`src/rtl/immediate_generator.sv`:
```
// immediate_generator: RV32I immediate decoder for the decode stage.
// Turns the decoder's right-aligned immediate field into the final 32-bit
// operand by sign-extending or shifting it according to the opcode. The
// result is also held in a register for the next pipeline stage.
//
// Ports:
//   clk      in   1   system clock, imm_q updates on the rising edge
//   reset    in   1   asynchronous active-high reset, clears imm_q only
//   raw_imm  in  32   right-aligned immediate field; bits above the field are ignored
//   opcode   in   7   instruction bits [6:0]
//   imm      out 32   combinational final immediate
//   imm_fmt  out  3   combinational format code (0 none, 1 I, 2 S, 3 B, 4 U, 5 J)
//   imm_q    out 32   imm registered on clk
module immediate_generator (
  input  logic        clk,
  input  logic        reset,
  input  logic [31:0] raw_imm,
  input  logic [6:0]  opcode,
  output logic [31:0] imm,
  output logic [2:0]  imm_fmt,
  output logic [31:0] imm_q
);

  localparam int unsigned XLEN = 32;
  localparam int unsigned FMTW = 3;

  localparam logic [6:0] OP_JALR   = 7'b1100111;
  localparam logic [6:0] OP_LOAD   = 7'b0000011;
  localparam logic [6:0] OP_ITYPE  = 7'b0010011;
  localparam logic [6:0] OP_FENCE  = 7'b0001111;
  localparam logic [6:0] OP_ENV    = 7'b1110011;
  localparam logic [6:0] OP_STORE  = 7'b0100011;
  localparam logic [6:0] OP_BRANCH = 7'b1100011;
  localparam logic [6:0] OP_LUI    = 7'b0110111;
  localparam logic [6:0] OP_AUIPC  = 7'b0010111;
  localparam logic [6:0] OP_JAL    = 7'b1101111;

  localparam logic [FMTW-1:0] FMT_NONE = FMTW'(0);
  localparam logic [FMTW-1:0] FMT_I    = FMTW'(1);
  localparam logic [FMTW-1:0] FMT_S    = FMTW'(2);
  localparam logic [FMTW-1:0] FMT_B    = FMTW'(3);
  localparam logic [FMTW-1:0] FMT_U    = FMTW'(4);
  localparam logic [FMTW-1:0] FMT_J    = FMTW'(5);

  // Full 7-bit opcode match selects the format; unknown opcodes give zero.
  always_comb begin
    imm     = '0;
    imm_fmt = FMT_NONE;
    case (opcode)
      OP_JALR, OP_LOAD, OP_ITYPE, OP_FENCE, OP_ENV: begin
        imm_fmt = FMT_I;
        imm     = {{20{raw_imm[11]}}, raw_imm[11:0]};
      end
      OP_STORE: begin
        imm_fmt = FMT_S;
        imm     = {{20{raw_imm[11]}}, raw_imm[11:0]};
      end
      OP_BRANCH: begin
        // bit 0 is passed through; the decoder already aligned the offset
        imm_fmt = FMT_B;
        imm     = {{19{raw_imm[12]}}, raw_imm[12:0]};
      end
      OP_LUI, OP_AUIPC: begin
        imm_fmt = FMT_U;
        imm     = {raw_imm[19:0], 12'b0};
      end
      OP_JAL: begin
        imm_fmt = FMT_J;
        imm     = {{11{raw_imm[20]}}, raw_imm[20:0]};
      end
      default: begin
        imm_fmt = FMT_NONE;
        imm     = '0;
      end
    endcase
  end

  // Pipeline copy of the immediate, no enable.
  always_ff @(posedge clk or posedge reset) begin
    if (reset) imm_q <= XLEN'(0);
    else       imm_q <= imm;
  end

endmodule

```
`config.mk`:
```
export PLATFORM = sky130hd
export DESIGN_NAME = immediate_generator
export DESIGN_NICKNAME = d
export VERILOG_FILES = /design/src/rtl/immediate_generator.sv
export SDC_FILE = /design/constraint.sdc
export NUM_CORES = 1
export LEC_CHECK = 0
export CORE_MARGIN = 5
export CORE_UTILIZATION = 30
export DETAILED_ROUTE_END_ITERATION = 10
export PLACE_DENSITY = 0.78
export RECOVER_POWER = 25
export SYNTH_ARGS = -nofsm -noshare
export SYNTH_HDL_FRONTEND = slang
export SYNTH_SLANG_ARGS = --single-unit
```
`constraint.sdc`:
```
create_clock -name clk -period 2.5 [get_ports clk]
set_clock_uncertainty 0.05 [all_clocks]
set_input_delay 0.375 -clock clk [delete_from_list [all_inputs] [get_ports clk]]
set_output_delay 0.375 -clock clk [all_outputs]
set_load 0.1 [all_outputs]
```
# Word-level counts from Yosys, hierarchy flattened
# Index checks and enable logic that the tools add are counted.
dict set report word_totals {
  inputBits 41
  ff_bits 32
}
dict set report op_classes {
  n_eq_ne 10
  n_mux 2
  n_reduce_logical 3
}
# operator count
set op_table {}
lappend op_table {{32-bit case mux with 4 select lines} 1}
lappend op_table {{7-bit == test, second input constant} 4}
lappend op_table {{3-bit case mux with 5 select lines} 1}
lappend op_table {{7-bit by 5-bit == test with 1-bit output, second input constant} 2}
lappend op_table {{7-bit by 6-bit == test with 1-bit output, second input constant} 2}
lappend op_table {{7-bit by 2-bit == test with 1-bit output, second input constant} 1}
lappend op_table {{7-bit by 4-bit == test with 1-bit output, second input constant} 1}
lappend op_table {{6-bit OR reduction} 1}
lappend op_table {{5-bit OR reduction} 1}
lappend op_table {{2-bit OR reduction} 1}

# Logic depth before layout (Yosys ltp)
# Gate-level depths: netlist (run 1).
dict set report depth {
  word_depth 3
  ltp_mapped 6
}

# Least setup slack after synthesis (run 1)
# Ideal clock, no wire load.
dict set report synth_timing {
  path_type {input -> output}
  from {in opcode[2]}
  to {out imm_fmt[1]}
  path_slack_ns -0.733
  n_path_buf 1
  path_stages 3
  arrival_ns 2.808
  cell_sequence {buf_4 > or2_4 > nor3_1}
}
dict set report synth_via {
  elab_chain_len 3
  word_cells_on_any_way 13
}
# item line
set synth_lines {}
lappend synth_lines {{start, declared} 18} ;# input logic [6:0] opcode,
lappend synth_lines {{7-bit == test (tied with other cells)} 49} ;# case (opcode)
lappend synth_lines {{5-bit OR reduction or 2-bit OR reduction (tied branches)} 49}
lappend synth_lines {{3-bit case mux with 5 select lines *} 49}
lappend synth_lines {{end, declared} 20} ;# output logic [2:0] imm_fmt,
# Every way passes the cells marked *; elsewhere a longest branch is shown, timed or not.

# Worst setup path in the final report (run 1)
dict set report layout_timing {
  from {in opcode[0]}
  to {out imm[23]}
}
dict set report layout_via {
  elab_chain_len 3
  word_cells_on_any_way 13
}
# item line
set layout_lines {}
lappend layout_lines {{7-bit by 6-bit == test with 1-bit output (tied with other cells)} 49}
lappend layout_lines {{6-bit OR reduction (no source line) or 2-bit OR reduction (tied branches)} n/a}
lappend layout_lines {{32-bit case mux with 4 select lines *} 49}
lappend layout_lines {{end, declared} 19} ;# output logic [31:0] imm,
# Marks and branches as above.

==> results_dict.tcl, run 1 <==
set metrics [dict create \
    status "finished, violations left" \
    violations "capacitance limit, slew limit" \
    yosysUniqueCellTypes 33 \
    tns_ns 0 \
    dpl_cell_area_um2 2922 \
    drt_first_iter_violations 35 \
    cts_setup_buffers 0 \
    dp_hpwl_um 3800 \
    synthCells 130 \
    ir_drop_mv 0.1932 \
    grt_pass1_vias 1468 \
    die_y_um 80.18 \
    drive_above_1_share_pct 55.74 \
    htreeDepth 2 \
    syn-cell-area_um2 1478 \
    max_freq_ghz 0.4128 \
    layout_min_cycle_time_ns 2.422 \
    antenna_found_initial 0 \
    port_buffers 96 \
    worstPathRequired_ns 2.08 \
    cp_slowest_stage_delay_ns 0.56 \
    final_net_count 284 \
    powerDensity_nw_per_um2 437.6 \
    yosysTopAreaCell "dfrtp_1" \
    critical_path.max_fanout 9 \
    drv_slew 33 \
    layout-area-overhead-vs-synth_pct 109.1 \
    numCtsBuffers 5 \
    rsz0062_at_grt "no" \
    timing.hold.ws_ns 0.5261 \
    finalWeightedCongestion 0.8289 \
    p_leak_nw 1.567 \
    start_util_pct 31.08 \
    grt_remaining_overflow 0 \
    hold_depth 3 \
    grt_pass1_wl_um 7396 \
    syn_nets 171 \
    route.vias.total 1423 \
    die_w_um 80.18 \
    hold_start "opcode[1]" \
    crit_buf_inv 3 \
    cts_tree "done" \
    core_area_um2 4755 \
    drc 0 \
    cts_sinks 32 \
    ys_seq_area_share_pct 54.19 \
    startpoint_type "primary input" \
    clock_path_buffers 2 \
    die_area_um2 6429 \
    slowest_stage "clkdlybuf4s50_1" \
    synth_warnings 0 \
    critPathTopFamily "buffers and inverters" \
    synthDominantCellAreaShare_pct 54.19 \
    synth_seq_cells 32 \
    min_to "imm_q[11]$_DFF_PP0_" \
    crit_path_end_kind "primary output" \
    setup-violations-final 0 \
    hold_violations 0 \
    tightest_slew_ns 1.678 \
    track_usage_pct 15.30 \
    hp-class "in2reg" \
    wirelength_um 4959 \
    rows 25 \
    largestRegisters "imm_q: 32 flops" \
    crit_chain "clkdlybuf4s50_1, nand3b_4, nor3_4, buf_4, a221o_1, buf_12" \
    wl_per_cell_um 15.95 \
    io-pin-count 108 \
    synth.top_cells.by_area "dfrtp_1 (54%), nand3_2 (6.8%), nand2_1 (5.8%), a221oi_1 (4.7%), and2_1 (4.7%)" \
    max-cap-violations 1 \
    ant_nets 0 \
    vias_per_cell 4.576 \
    diodes 0 \
    grt_max_degree 33 \
    largest_reg_flops 32 \
    cts-root-buf "clkbuf_8" \
    dr.pass1.iters 4 \
    maxSlewHeadroom_pct -11.89 \
    cp.arrival_ns 2.00 \
    syn_area_per_cell_um2 11.37 \
    fin_area_um2 3089 \
    regMostFlops "imm_q" \
    critPathKind "in2out" \
    path_clk_slew_ns 0.07 \
    min_period_over_period_pct 96.89 \
]
## cell families (layout without fill, tap and decap cells)
group,Yosys count,after routing,share of synthesized area [%]
DFF,32,32,54.19
and+or+nand+nor,66,66,29.13
buffers and inverters,10,124,4.487
xor gates and xnor gates,1,1,0.5928
AOI/OAI and AO/OA,21,21,11.60
## area by class of cell
cell class	instances	area (µm²)
Inverter	3	11.26
Tap cell	67	83.83
Sequential cell	32	800.8
Multi-Input combinational cell	88	703.2
Clock buffer	8	90.09
Fill cell	373	1665
Timing Repair Buffer	113	1400
## cell usage after synthesis
| cell type | number |
|---|---|
| nand4bb_1 | 1 |
| nor3_1 | 2 |
| nor4_4 | 1 |
| nand3_2 | 10 |
| a221oi_1 | 8 |
| or2_4 | 1 |
| o21ba_1 | 1 |
| or3_1 | 1 |
| nand2_1 | 23 |
| or3b_1 | 1 |
| o21ai_0 | 2 |
| o21bai_4 | 1 |
| nor2_4 | 1 |
| buf_4 | 3 |
| nand3b_4 | 1 |
| a221o_1 | 1 |
| nand4_1 | 1 |
| inv_1 | 3 |
| dfrtp_1 | 32 |
| nand4b_1 | 1 |
| nand2_2 | 1 |
| nor3_4 | 1 |
| and2_1 | 11 |
| buf_2 | 2 |
| nor2_1 | 5 |
| buf_6 | 2 |
| o22ai_1 | 1 |
| a21oi_2 | 2 |
| a21oi_1 | 4 |
| nand3_1 | 3 |
| nand2b_1 | 1 |
| xnor2_1 | 1 |
| a211o_1 | 1 |
## repair_timing
item,CTS,global route
resized for setup,22,9
hold buffers,0,0
pin swaps,1,2
endpoints found under the hold margin,0,0
setup endpoints to repair,31,31
cloned,0,0
## per-layer routing
layer	up-vias	GRT usage [%]	share of wire (%)
met2	61	27.90	53
li1	684	-	-
met1	673	16.48	38
met5	-	0	0
met3	5	4.596	7.6
met4	0	5.743	1.3
## power breakdown
group	internal, mW	switching (mW)
combinational	0.141	0.278
clock	0.224	0.175
sequential	0.530	0.00314
total	0.895	0.457
## through the flow
step / util [%] / total power, mW / cells / worst slack, ns
after CTS: 64.42 / 1.367 / 311 / -0.01492
after detailed placement: 61.45 / 0.9576 / 303 / -0.2155
final: 64.97 / 1.352 / 311 / 0.07772
after global placement: 61.45 / 0.9541 / 303 / -0.2117
after floorplan: - / 0.7918 / 130 / 0.03760
after global routing: 64.97 / 1.400 / 311 / 0.002246
## placed cells by master, fill, tap and decap left out, types with 2 or more instances in the layout
master and n:
buf_4 44, buf_12 38, dfrtp_1 32, clkdlybuf4s50_1 23, nand2_1 17, and2_4 11, nand3_2 11, nand2_2 7
a221oi_1 6, clkbuf_8 6, inv_1 3, nor2_1 3, a21oi_2 3, clkbuf_1 3, dlymetal6s2s_1 3, dlygate4sd2_1 3
nor3_2 2, o21ai_0 2, a21oi_1 2, nor2_2 2, nand3_1 2, a221oi_2 2
## worst max path at each step
stage          slack (ns)  depth (start not counted)      end      start
2_1_floorplan        0.04                          6   imm[0]  opcode[2]
3_3_place_gp        -0.21                          6  imm[24]  opcode[3]
3_5_place_dp        -0.22                          6  imm[21]  opcode[3]
4_1_cts             -0.01                          9  imm[14]  opcode[4]
5_1_grt             0.002                          7  imm[12]  opcode[0]
6_report             0.08                          6  imm[23]  opcode[0]
Power figures use the tool's default switching activity.
==> run 2, diff against run 1 <==
--- a/config.mk
+++ b/config.mk
@@ -10,6 +10,7 @@
 export DETAILED_ROUTE_END_ITERATION = 10
 export PLACE_DENSITY = 0.78
 export RECOVER_POWER = 25
+export REMOVE_ABC_BUFFERS = 1
 export SYNTH_ARGS = -nofsm -noshare
 export SYNTH_HDL_FRONTEND = slang
 export SYNTH_SLANG_ARGS = --single-unit
==> run 2 against run 1 <==
The run now ends clean. Via count is 4.7% higher. Global-route usage is 1.0 points higher. Critical path depth increased by 2. Fmax shrank 0.74%. Clock power grew 36%. Cell count increased by 2.6%. Combinational power grew 3%. Wire length grew 6.6%. Critical path type unchanged. Largest power group is now clock.
==> results_dict.tcl, run 2 (same netlist as run 1, synthesis figures left out) <==
set metrics [dict create \
    status "finished, final reports clean" \
    max_freq_ghz 0.4098 \
    cp.arrival_ns 2.02 \
    critPathKind "in2out" \
    start_util_pct 31.08 \
    die_area_um2 6429 \
    regMostFlops "imm_q" \
    grt_remaining_overflow 0 \
    tightest_slew_ns 0.7917 \
    layout_commonest_cell "buf_4" \
    maxSlewHeadroom_pct 47.22 \
    post-place-cells 308 \
    largest_reg_flops 32 \
    numCtsBuffers 5 \
    cts_sinks 32 \
    pwr-share-comb_pct 28.6 \
    wirelength_um 5284 \
    grt_pass1_vias 1601 \
    grt_max_degree 33 \
    path_clk_slew_ns 0.07 \
    vias_per_cell 4.671 \
    drc 0 \
    core_area_um2 4755 \
    intPower_mw 1.031 \
    final_core_util_pct 68.32 \
    hold_depth 2 \
    track_usage_pct 16.34 \
    cts-root-buf "clkbuf_8" \
    critical_path.max_fanout 19 \
    regArea_um2 800.8 \
    layout-area-overhead-vs-synth_pct 119.8 \
    drv_slew 0 \
    rows 25 \
    die_y_um 80.18 \
    dp_hpwl_um 3862 \
    pwr-share-clk_pct 36.0 \
    worstPathRequired_ns 2.08 \
    mostFrequentLayoutCells "buf_4 (48), buf_12 (38), dfrtp_1 (32)" \
    drive_above_1_share_pct 57.94 \
    dpl_worst_slack_ns -0.2514 \
    dpl_cell_area_um2 2940 \
    cts_tree "done" \
    ir_drop_mv 0.1924 \
    port_buffers 96 \
    cts_hold_buf 0 \
    cts_setup_buffers 0 \
    timing.hold.ws_ns 0.6540 \
    io-pin-count 108 \
    min_period_over_period_pct 97.62 \
    route.vias.total 1490 \
    die_w_um 80.18 \
    tns_ns 0 \
    diodes 0 \
    multiInputGateArea_um2 716.9 \
    startpoint_type "primary input" \
    sw_frac_of_total_pct 31.48 \
    dr.pass1.iters 4 \
    fill_cells 348 \
    clock_path_buffers 2 \
    crit_path_end_kind "primary output" \
    layout_min_cycle_time_ns 2.440 \
    largestRegisters "imm_q: 32 flops" \
    setup-violations-final 0 \
    antenna_found_initial 0 \
    timing.final.ws_setup_ns 0.05960 \
    finalWeightedCongestion 0.8099 \
    power_mw 1.505 \
    max-cap-violations 0 \
    ant_nets 0 \
    grt_pass1_wl_um 7969 \
    wl_per_cell_um 16.56 \
    switching_power_mw 0.4736 \
    fin_area_um2 3248 \
    rsz0062_at_grt "yes" \
    hold_violations 0 \
    hp-class "in2reg" \
    min_to "imm_q[10]$_DFF_PP0_" \
    powerDensity_nw_per_um2 463.2 \
    p_leak_nw 1.665 \
    hold_start "raw_imm[10]" \
    final_cells 319 \
    drt_first_iter_violations 42 \
    final_net_count 292 \
    pwr-share-seq_pct 35.4 \
    htreeDepth 2 \
]
run 2: changes by cell type in the layout (fill, tap and decap cells not counted), sizes merged:
cell,previous run,this run
buf,83,89
bufinv,0,1
clkbuf,9,10
dlygate4sd2,3,1
dlygate4sd3,0,1
dlymetal6s2s,3,4
run 2: what timing repair did:
action | in CTS | in global routing
resized for setup | 26 | 11
gates cloned | 0 | 3
setup endpoints to repair | 30 | 32
pin swaps | 0 | 2
run 2: how the worst max path moves through the flow:
stage	start	end	slack [ns]	cells after the start
after CTS	opcode[4]	imm[24]	-0.02	9
after floorplan	opcode[3]	imm_fmt[1]	-0.60	2
after global placement	opcode[3]	imm[29]	-0.24	7
after detailed placement	opcode[3]	imm[29]	-0.25	7
after global routing	opcode[1]	imm[17]	-0.05	8
final	opcode[1]	imm[17]	0.06	8
run 2: power groups by stage:
stage | Clock [mW] | Combinational, mW | Sequential (mW)
global route | 0.572 | 0.447 | 0.534
CTS | 0.554 | 0.427 | 0.533
floorplan | 0 | 0.147 | 0.634
finish | 0.542 | 0.430 | 0.533
global placement | 0 | 0.415 | 0.542
detailed placement | 0 | 0.419 | 0.543
run 2: per-layer routing:
layer | routed length (µm) | GRT usage, % | up-vias | share of wire [%]
met2 | 2710 | 28.97 | 69 | 51
met1 | 2012 | 17.78 | 712 | 38
li1 | - | - | 702 | -
met4 | 69 | 6.588 | 0 | 1.3
met3 | 492 | 5.381 | 7 | 9.3
met5 | 0 | 0 | - | 0
run 2: cell type report:
| class | instances | area share, % |
|---|---|---|
| inverters | 3 | 0.3467 |
| repair buffers | 121 | 46.46 |
| multi-input cells | 88 | 22.07 |
| clock inverters | 1 | 0.9245 |
| flip-flops and latches | 32 | 24.65 |
| well taps | 67 | 2.581 |
| clock buffers | 7 | 2.966 |
run 2: worst max-delay path, cell delays in order:
cell and delay, ns:
clkdlybuf4s50_1 0.46, buf_4 0.17, nand3_1 0.14, nor2_4 0.06, buf_12 0.15, a221oi_1 0.34, nand2_2 0.13, buf_12 0.18
